File: src/rtl/sr_pkg.sv
// Shared types and the per-channel next-state resolution for the SR latch bank.
package sr_pkg;

    // What a channel does when set and reset are both asserted.
    typedef enum logic [1:0] {
        SR_SET_PRIO   = 2'd0,
        SR_RESET_PRIO = 2'd1,
        SR_HOLD       = 2'd2,
        SR_TOGGLE     = 2'd3
    } sr_mode_e;

    // Next q for one channel given its synchronised set/reset and current q.
    function automatic logic resolve(
        input sr_mode_e mode,
        input logic     s,
        input logic     r,
        input logic     q
    );
        logic nxt;
        nxt = q;
        case ({s, r})
            2'b00:   nxt = q;
            2'b10:   nxt = 1'b1;
            2'b01:   nxt = 1'b0;
            default: begin
                case (mode)
                    SR_SET_PRIO:   nxt = 1'b1;
                    SR_RESET_PRIO: nxt = 1'b0;
                    SR_HOLD:       nxt = q;
                    SR_TOGGLE:     nxt = ~q;
                    default:       nxt = q;
                endcase
            end
        endcase
        return nxt;
    endfunction

endpackage

File: src/rtl/sr_sync.sv
// Parametrised-depth, parametrised-width flop-chain synchroniser.
// DEPTH=0 passes the input straight through so the consumer registers it directly.
module sr_sync #(
    parameter int DEPTH = 2,
    parameter int WIDTH = 8
) (
    input  logic             clk,
    input  logic             rst,
    input  logic [WIDTH-1:0] i_d,
    output logic [WIDTH-1:0] o_q
);

    generate
        if (DEPTH == 0) begin : g_bypass
            assign o_q = i_d;
        end else begin : g_chain
            logic [WIDTH-1:0] r_stage [DEPTH];

            // Shift the asynchronous input through DEPTH flops; all stages clear on reset.
            always_ff @(posedge clk or posedge rst) begin
                if (rst) begin
                    for (int i = 0; i < DEPTH; i++) r_stage[i] <= '0;
                end else begin
                    r_stage[0] <= i_d;
                    for (int i = 1; i < DEPTH; i++) r_stage[i] <= r_stage[i-1];
                end
            end

            assign o_q = r_stage[DEPTH-1];
        end
    endgenerate

endmodule

File: src/rtl/sr_latch_bank.sv
// Bank of independent clocked SR channels with synchronised inputs,
// per-channel sticky conflict flags and a saturating conflict-cycle counter.
module sr_latch_bank
    import sr_pkg::*;
#(
    parameter int                  CHANNELS    = 8,
    parameter sr_mode_e            MODE        = SR_SET_PRIO,
    parameter int                  SYNC_STAGES = 2,
    parameter int                  CNT_WIDTH   = 8,
    parameter logic [CHANNELS-1:0] RESET_VALUE = '0
) (
    input  logic                 clk,
    input  logic                 rst,
    input  logic [CHANNELS-1:0]  set,
    input  logic [CHANNELS-1:0]  reset,
    input  logic                 clear_conflict,
    output logic [CHANNELS-1:0]  q,
    output logic [CHANNELS-1:0]  q_not,
    output logic [CHANNELS-1:0]  conflict_sticky,
    output logic [CNT_WIDTH-1:0] conflict_count
);

    localparam logic [CNT_WIDTH-1:0] CNT_MAX = '1;
    localparam logic [CNT_WIDTH-1:0] CNT_ONE = CNT_WIDTH'(1);

    logic [CHANNELS-1:0]  w_s_sync;
    logic [CHANNELS-1:0]  w_r_sync;
    logic [CHANNELS-1:0]  w_q_next;
    logic [CHANNELS-1:0]  w_conflict;
    logic                 w_any_conflict;
    logic [CHANNELS-1:0]  r_q;
    logic [CHANNELS-1:0]  r_sticky;
    logic [CNT_WIDTH-1:0] r_count;

    sr_sync #(.DEPTH(SYNC_STAGES), .WIDTH(CHANNELS)) u_sync_set (
        .clk (clk),
        .rst (rst),
        .i_d (set),
        .o_q (w_s_sync)
    );

    sr_sync #(.DEPTH(SYNC_STAGES), .WIDTH(CHANNELS)) u_sync_reset (
        .clk (clk),
        .rst (rst),
        .i_d (reset),
        .o_q (w_r_sync)
    );

    assign w_conflict     = w_s_sync & w_r_sync;
    assign w_any_conflict = |w_conflict;

    // Resolve each channel's next state independently from its own synchronised inputs.
    always_comb begin
        w_q_next = r_q;
        for (int i = 0; i < CHANNELS; i++) begin
            w_q_next[i] = resolve(MODE, w_s_sync[i], w_r_sync[i], r_q[i]);
        end
    end

    // Channel state register; clear_conflict deliberately has no effect here.
    always_ff @(posedge clk or posedge rst) begin
        if (rst) r_q <= RESET_VALUE;
        else     r_q <= w_q_next;
    end

    // Sticky conflict flags; a clear in the same cycle as a new conflict drops the conflict.
    always_ff @(posedge clk or posedge rst) begin
        if (rst)                 r_sticky <= '0;
        else if (clear_conflict) r_sticky <= '0;
        else                     r_sticky <= r_sticky | w_conflict;
    end

    // Count cycles with any conflict, saturating at all-ones; clear wins over increment.
    always_ff @(posedge clk or posedge rst) begin
        if (rst)                                      r_count <= '0;
        else if (clear_conflict)                      r_count <= '0;
        else if (w_any_conflict && r_count != CNT_MAX) r_count <= r_count + CNT_ONE;
    end

    // q_not is derived combinationally so it is the exact complement even during reset.
    assign q               = r_q;
    assign q_not           = ~r_q;
    assign conflict_sticky = r_sticky;
    assign conflict_count  = r_count;

endmodule

File: config.mk
export PLATFORM = sky130hd
export DESIGN_NAME = sr_latch_bank
export DESIGN_NICKNAME = d
export VERILOG_FILES = /design/src/rtl/sr_pkg.sv /design/src/rtl/sr_sync.sv /design/src/rtl/sr_latch_bank.sv
export SDC_FILE = /design/constraint.sdc
export NUM_CORES = 1
export LEC_CHECK = 0
export CORE_ASPECT_RATIO = 0.7
export CORE_MARGIN = 4
export CORE_UTILIZATION = 45
export CTS_CLUSTER_DIAMETER = 120
export DETAILED_ROUTE_END_ITERATION = 7
export PLACE_DENSITY = 0.72
export SYNTH_ARGS = -nofsm -noshare
export SYNTH_HDL_FRONTEND = slang
export SYNTH_SLANG_ARGS = --single-unit
export TNS_END_PERCENT = 5
File: constraint.sdc
create_clock -name clk -period 2.1 [get_ports clk]
set_clock_uncertainty 0.15 [all_clocks]
set_input_delay 0.315 -clock clk [delete_from_list [all_inputs] [get_ports clk]]
set_output_delay 0.315 -clock clk [all_outputs]
set_load 0.05 [all_outputs]
## After elaboration in Yosys (flattened, before gate mapping)

Index checks and enable logic that the tools add are counted.
Widths: inputs -> output; s select.

| word-level totals | value |
|---|---|
| flip-flop bits (word level) | 56 |
| bits of input ports | 19 |
| word-level logic and storage cells | 49 |

| operators by class | value |
|---|---|
| add/sub/neg operators | 1 |
| equality and inequality tests | 9 |
| mux-type cells | 11 |
| bitwise operators | 3 |
| reductions and logical operators | 11 |

Operator list:

| operator | count |
|---|---|
| $mux 8 | 3 |
| $eq 2x1->1 const B | 8 |
| $logic_not 2->1 | 8 |
| $pmux 1 s2 | 8 |
| $add 8x1->8 const B | 1 |
| $and 8x8->8 | 1 |
| $ne 8x8->1 const B | 1 |
| $not 8->8 | 1 |
| $or 8x8->8 | 1 |
| $reduce_or 8->1 | 1 |
| $reduce_bool 2->1 | 1 |
| $logic_and 1x1->1 | 1 |

## Logic depth before layout (Yosys ltp)

| logic depth | value |
|---|---|
| word-level depth | 5 |
| mapped depth | 6 |

## By module

A second synthesis with hierarchy kept.

| second synthesis, totals | value |
|---|---|
| cells, all modules | 153 |
| area total of the unflattened synthesis | 2035.7 µm² |

By module, submodules not included:

| module | instances | cells an instance | area an instance (µm²) | seq. area each (µm²) |
|---|---|---|---|---|
| sr_latch_bank | 1 | 103 | 1107.3 | 600.6 |
| sr_sync | 2 | 25 | 464.2 | 400.4 |

## Least setup slack after synthesis

Ideal clock, no wire load.

| timing | value |
|---|---|
| path kind | register -> register |
| from | register r_count[0] (netlist: conflict_count[0]) |
| to | register r_count[3] (netlist: conflict_count[3]) |
| library setup time | 0.078 ns |
| data arrival time | 1.690 ns |
| data required time | 1.872 ns |
| path slack | 0.182 ns |
| cell stages (with the launch flop) | 7 |
| path buffers | 1 |
| clock period less this slack | 1.918 ns |
| cell sequence | dfrtp_1 ha_1 nand4_1 o21ai_2 buf_6 or3_1 a21oi_1 |

| between the ends | value |
|---|---|
| word-level cells in the longest chain between the ends | 3 |

RTL lines:

| what | line | text |
|---|---|---|
| start: declaration | sr_latch_bank.sv:33 | `logic [CNT_WIDTH-1:0] r_count;` |
| start signal: assignment | sr_latch_bank.sv:77 | `else if (w_any_conflict && r_count != CNT_MAX) r_count <= r_count + CNT_ONE;` |
| $add 8x1->8 or $ne 8x8->1 (tied branches) | sr_latch_bank.sv:77 |  |
| $mux 8 or $logic_and 1x1->1 (tied branches) | sr_latch_bank.sv:77 |  |
| $mux 8 or $reduce_bool 2->1 (tied branches) | - |  |

Parallel ways exist; a longest one is shown, timed or not. The select of a mux whose other input is x is not followed.
A chain may end at the register's enable or synchronous reset.

## Worst setup path after layout

| timing | value |
|---|---|
| from | register r_count[0] (netlist: conflict_count[0]) |
| to | output conflict_count[0] |

RTL lines:

| what | line | text |
|---|---|---|
| end: declaration | sr_latch_bank.sv:20 | `output logic [CNT_WIDTH-1:0] conflict_count` |

No word-level cell between the ends.

==> impl_metrics.toml <==
[synthesis]
syn_area_um2 = 1832
yosysUniqueCellTypes = 23
syn-num-nets = 153
ys_seq_area_frac = 0.7650
synthCells = 133
synth_warnings = 0
syn_avg_cell_area_um2 = 13.77
ys_ff_latch = 56

[layout]
finalInstanceArea_um2 = 2515
final_nets = 209
final_cells = 242
fin_util = 0.6411
n_antenna_cell = 0
drive_gt1_frac = 0.07368
area.growth.synth_to_final_pct = 37.29

[place]
gp_congestion = 0.7744
pre_cts_ws_ns = 0.3125
place_area_um2 = 2406
hpwl_um = 2432
io_buffer_count = 50
place_inst = 234

[worst_setup_path]
worst_ep_arrival_time_ns = 1.59
critPathBufInv = 1
cpMaxStageDelayCell = "clkdlybuf4s50_1"
path_class = "reg -> out"
cp_cell_sequence = "clkdlybuf4s50_1"
start_kind = "flop"
crit_required_ns = 1.63
cp_slowest_stage_delay_ns = 0.85
path_max_fanout = 5
cp_top_family = "buffers and inverters"
end_kind = "output port"

[floorplan]
start_util = 0.4670
core-area_um2 = 3923
die_y_um = 61.38
ioPinCount = 51
fp.dieArea_um2 = 5172
num_rows = 19
dieWidth_um = 84.26

[drt]
routedWlPerCell_um = 13.68
antenna_left = 0
vias_per_cell = 4.818
num_vias = 1166
drt-initial-drc-count = 47
drc = 0
drt-pass1-iter-count = 4
drt-total-wl_um = 3310

[flow_run]
drv_cap = 0

[sta]
rsz0062_at_grt = "false"
period_share = 0.9775
slew_viol_final = 0
setup_violations = 0
hold_ws_ns = 0.1763
fin_crit_ns = 2.053
max_slew.worst_pin.slew_ns = 0.5139
hold_viol_final = 0
max_clock_freq_mhz = 487.2
max-slew-margin-rel = 0.6563
finalWorstSetupSlack_ns = 0.04733
tns_ns = 0

[power]
power_frac_comb = 0.158
p_int_mw = 1.523
p_per_area_nw_per_um2 = 834.9
ir_drop_uv = 572.9
clkPwrFrac = 0.282
power.leakage_nw = 1.178
p_sw_frac = 0.2748
p_total_mw = 2.100
power.switching_mw = 0.5769
p_seq_frac = 0.559

[clocking]
root_buffer = "clkbuf_8"
clkLatencyLatePin_ns = 0.30
ctsHoldBuffers = 0
cts_buffer_depth = 2
clkSlewWorstSetupHoldPaths_ns = 0.10
cts_tree = "built"
cts.sinks = 56
htree_levels = 2
numCtsBuffers = 5

[global_route]
grt_pass1_wl_um = 5499
grt_usage = 0.1404
antenna_found_initial = 0
grt_pass1_vias = 1216
grt_max_degree = 37
grt_overflow = 0

[status]
status = "completed"

[min_path]
hold_path_class = "in -> async"
[power by group through the flow]
stage               clock [mW]  sequential (mW)  combinational, mW
floorplan                    0             1.29              0.107
global placement             0             1.19              0.332
detailed placement           0             1.20              0.338
CTS                      0.620             1.18              0.338
global route             0.663             1.18              0.354
finish                   0.593             1.17              0.333
[worst paths after layout]
path / startpoint / endpoint / slack (ns) / cells past startpoint
min in group clk: u_sync_reset.g_chain.r_stage[12] / u_sync_reset.o_q[4] / 0.20 / 0
worst min register to register: u_sync_reset.g_chain.r_stage[12] / u_sync_reset.o_q[4] / 0.20 / 0
worst max-delay path: conflict_count[0] / conflict_count[0] / 0.05 / 1
worst min-delay path: rst / conflict_count[3] / 0.18 / 2
worst max register to register: conflict_count[0] / conflict_count[7] / 0.28 / 5
max in group asynchronous: rst / u_sync_reset.o_q[4] / 1.09 / 3
[layout by cell type, fill, tap and decap left out]
cell type,synthesis,layout
nand3_1,3,3
buf_12,0,1
dfrtp_1,56,56
dlygate4sd2_1,0,1
buf_4,0,1
nand2_1,5,5
xor2_1,1,1
nor2b_1,1,1
or2_2,1,1
inv_1,10,9
nor2_1,10,10
or3_1,3,3
or4_1,2,2
nand4_1,2,2
o21bai_1,8,8
ha_1,1,1
clkdlybuf4s50_1,0,44
a21oi_1,13,13
o21ai_0,5,5
dlymetal6s2s_1,0,5
clkbuf_8,0,6
mux2i_1,1,1
a22oi_1,4,4
clkinvlp_4,0,2
and4_1,1,1
o31ai_1,1,1
or3_2,1,1
o21ai_2,1,1
inv_2,0,1
[registers in the layout (all words and copies together) (netlist names)]
name / flops
conflict_sticky: 8
u_sync_reset.g_chain.r_stage: 8
u_sync_set.g_chain.r_stage: 8
q: 8
u_sync_set.o_q: 8
conflict_count: 8
u_sync_reset.o_q: 8
[per-layer routing]
| metal | global-route usage | wire length [µm] | vias to the layer above |
|---|---|---|---|
| li1 | - | - | 560 |
| met1 | 0.1604 | 1392 | 567 |
| met2 | 0.2562 | 1682 | 36 |
| met3 | 0.04278 | 209 | 3 |
| met4 | 0.05505 | 25 | 0 |
| met5 | 0 | 0 | - |
[synth_stat cells, drive strengths merged]
master   n  area (µm²)
nand2    5       18.77
or3      4       26.28
mux2i    1       10.01
o31ai    1       7.510
o21bai   8       60.06
buf      1       11.26
nand4    2       12.51
dfrtp   56        1401
nor2    10       37.54
ha       1       12.51
inv     10       37.54
a21oi   13       65.06
o21ai    6       33.78
or4      2       15.01
and4     1       8.760
nor2b    1       6.260
xor2     1       8.760
clkbuf   2       7.510
nand3    3       15.01
a22oi    4       30.03
or2      1       6.260
[what timing repair did]
item                                    CTS  global route
setup buffers                             0             0
resized for setup                         1             5
endpoints found under the setup margin    1             5
[cell families after synthesis]
logic type      count (synthesis)  synth area share
flops                          56            0.7650
compound gates                 32            0.1072
simple gates                   29           0.07992
buf+inv                        13           0.03074
xor+xnor                        1          0.004782
mux                             1          0.005465
fa+ha+maj                       1          0.006830
[cell type report]
| type | instances | area, µm² |
|---|---|---|
| timing repair buffer | 52 | 539.3 |
| fill | 324 | 1408 |
| multi-input combinational | 64 | 374.1 |
| clock inverter | 2 | 15.01 |
| clock buffer | 6 | 82.58 |
| inverter | 10 | 37.54 |
| sequential | 56 | 1401 |
| tap | 52 | 65.06 |
Power figures use the tool's default switching activity.
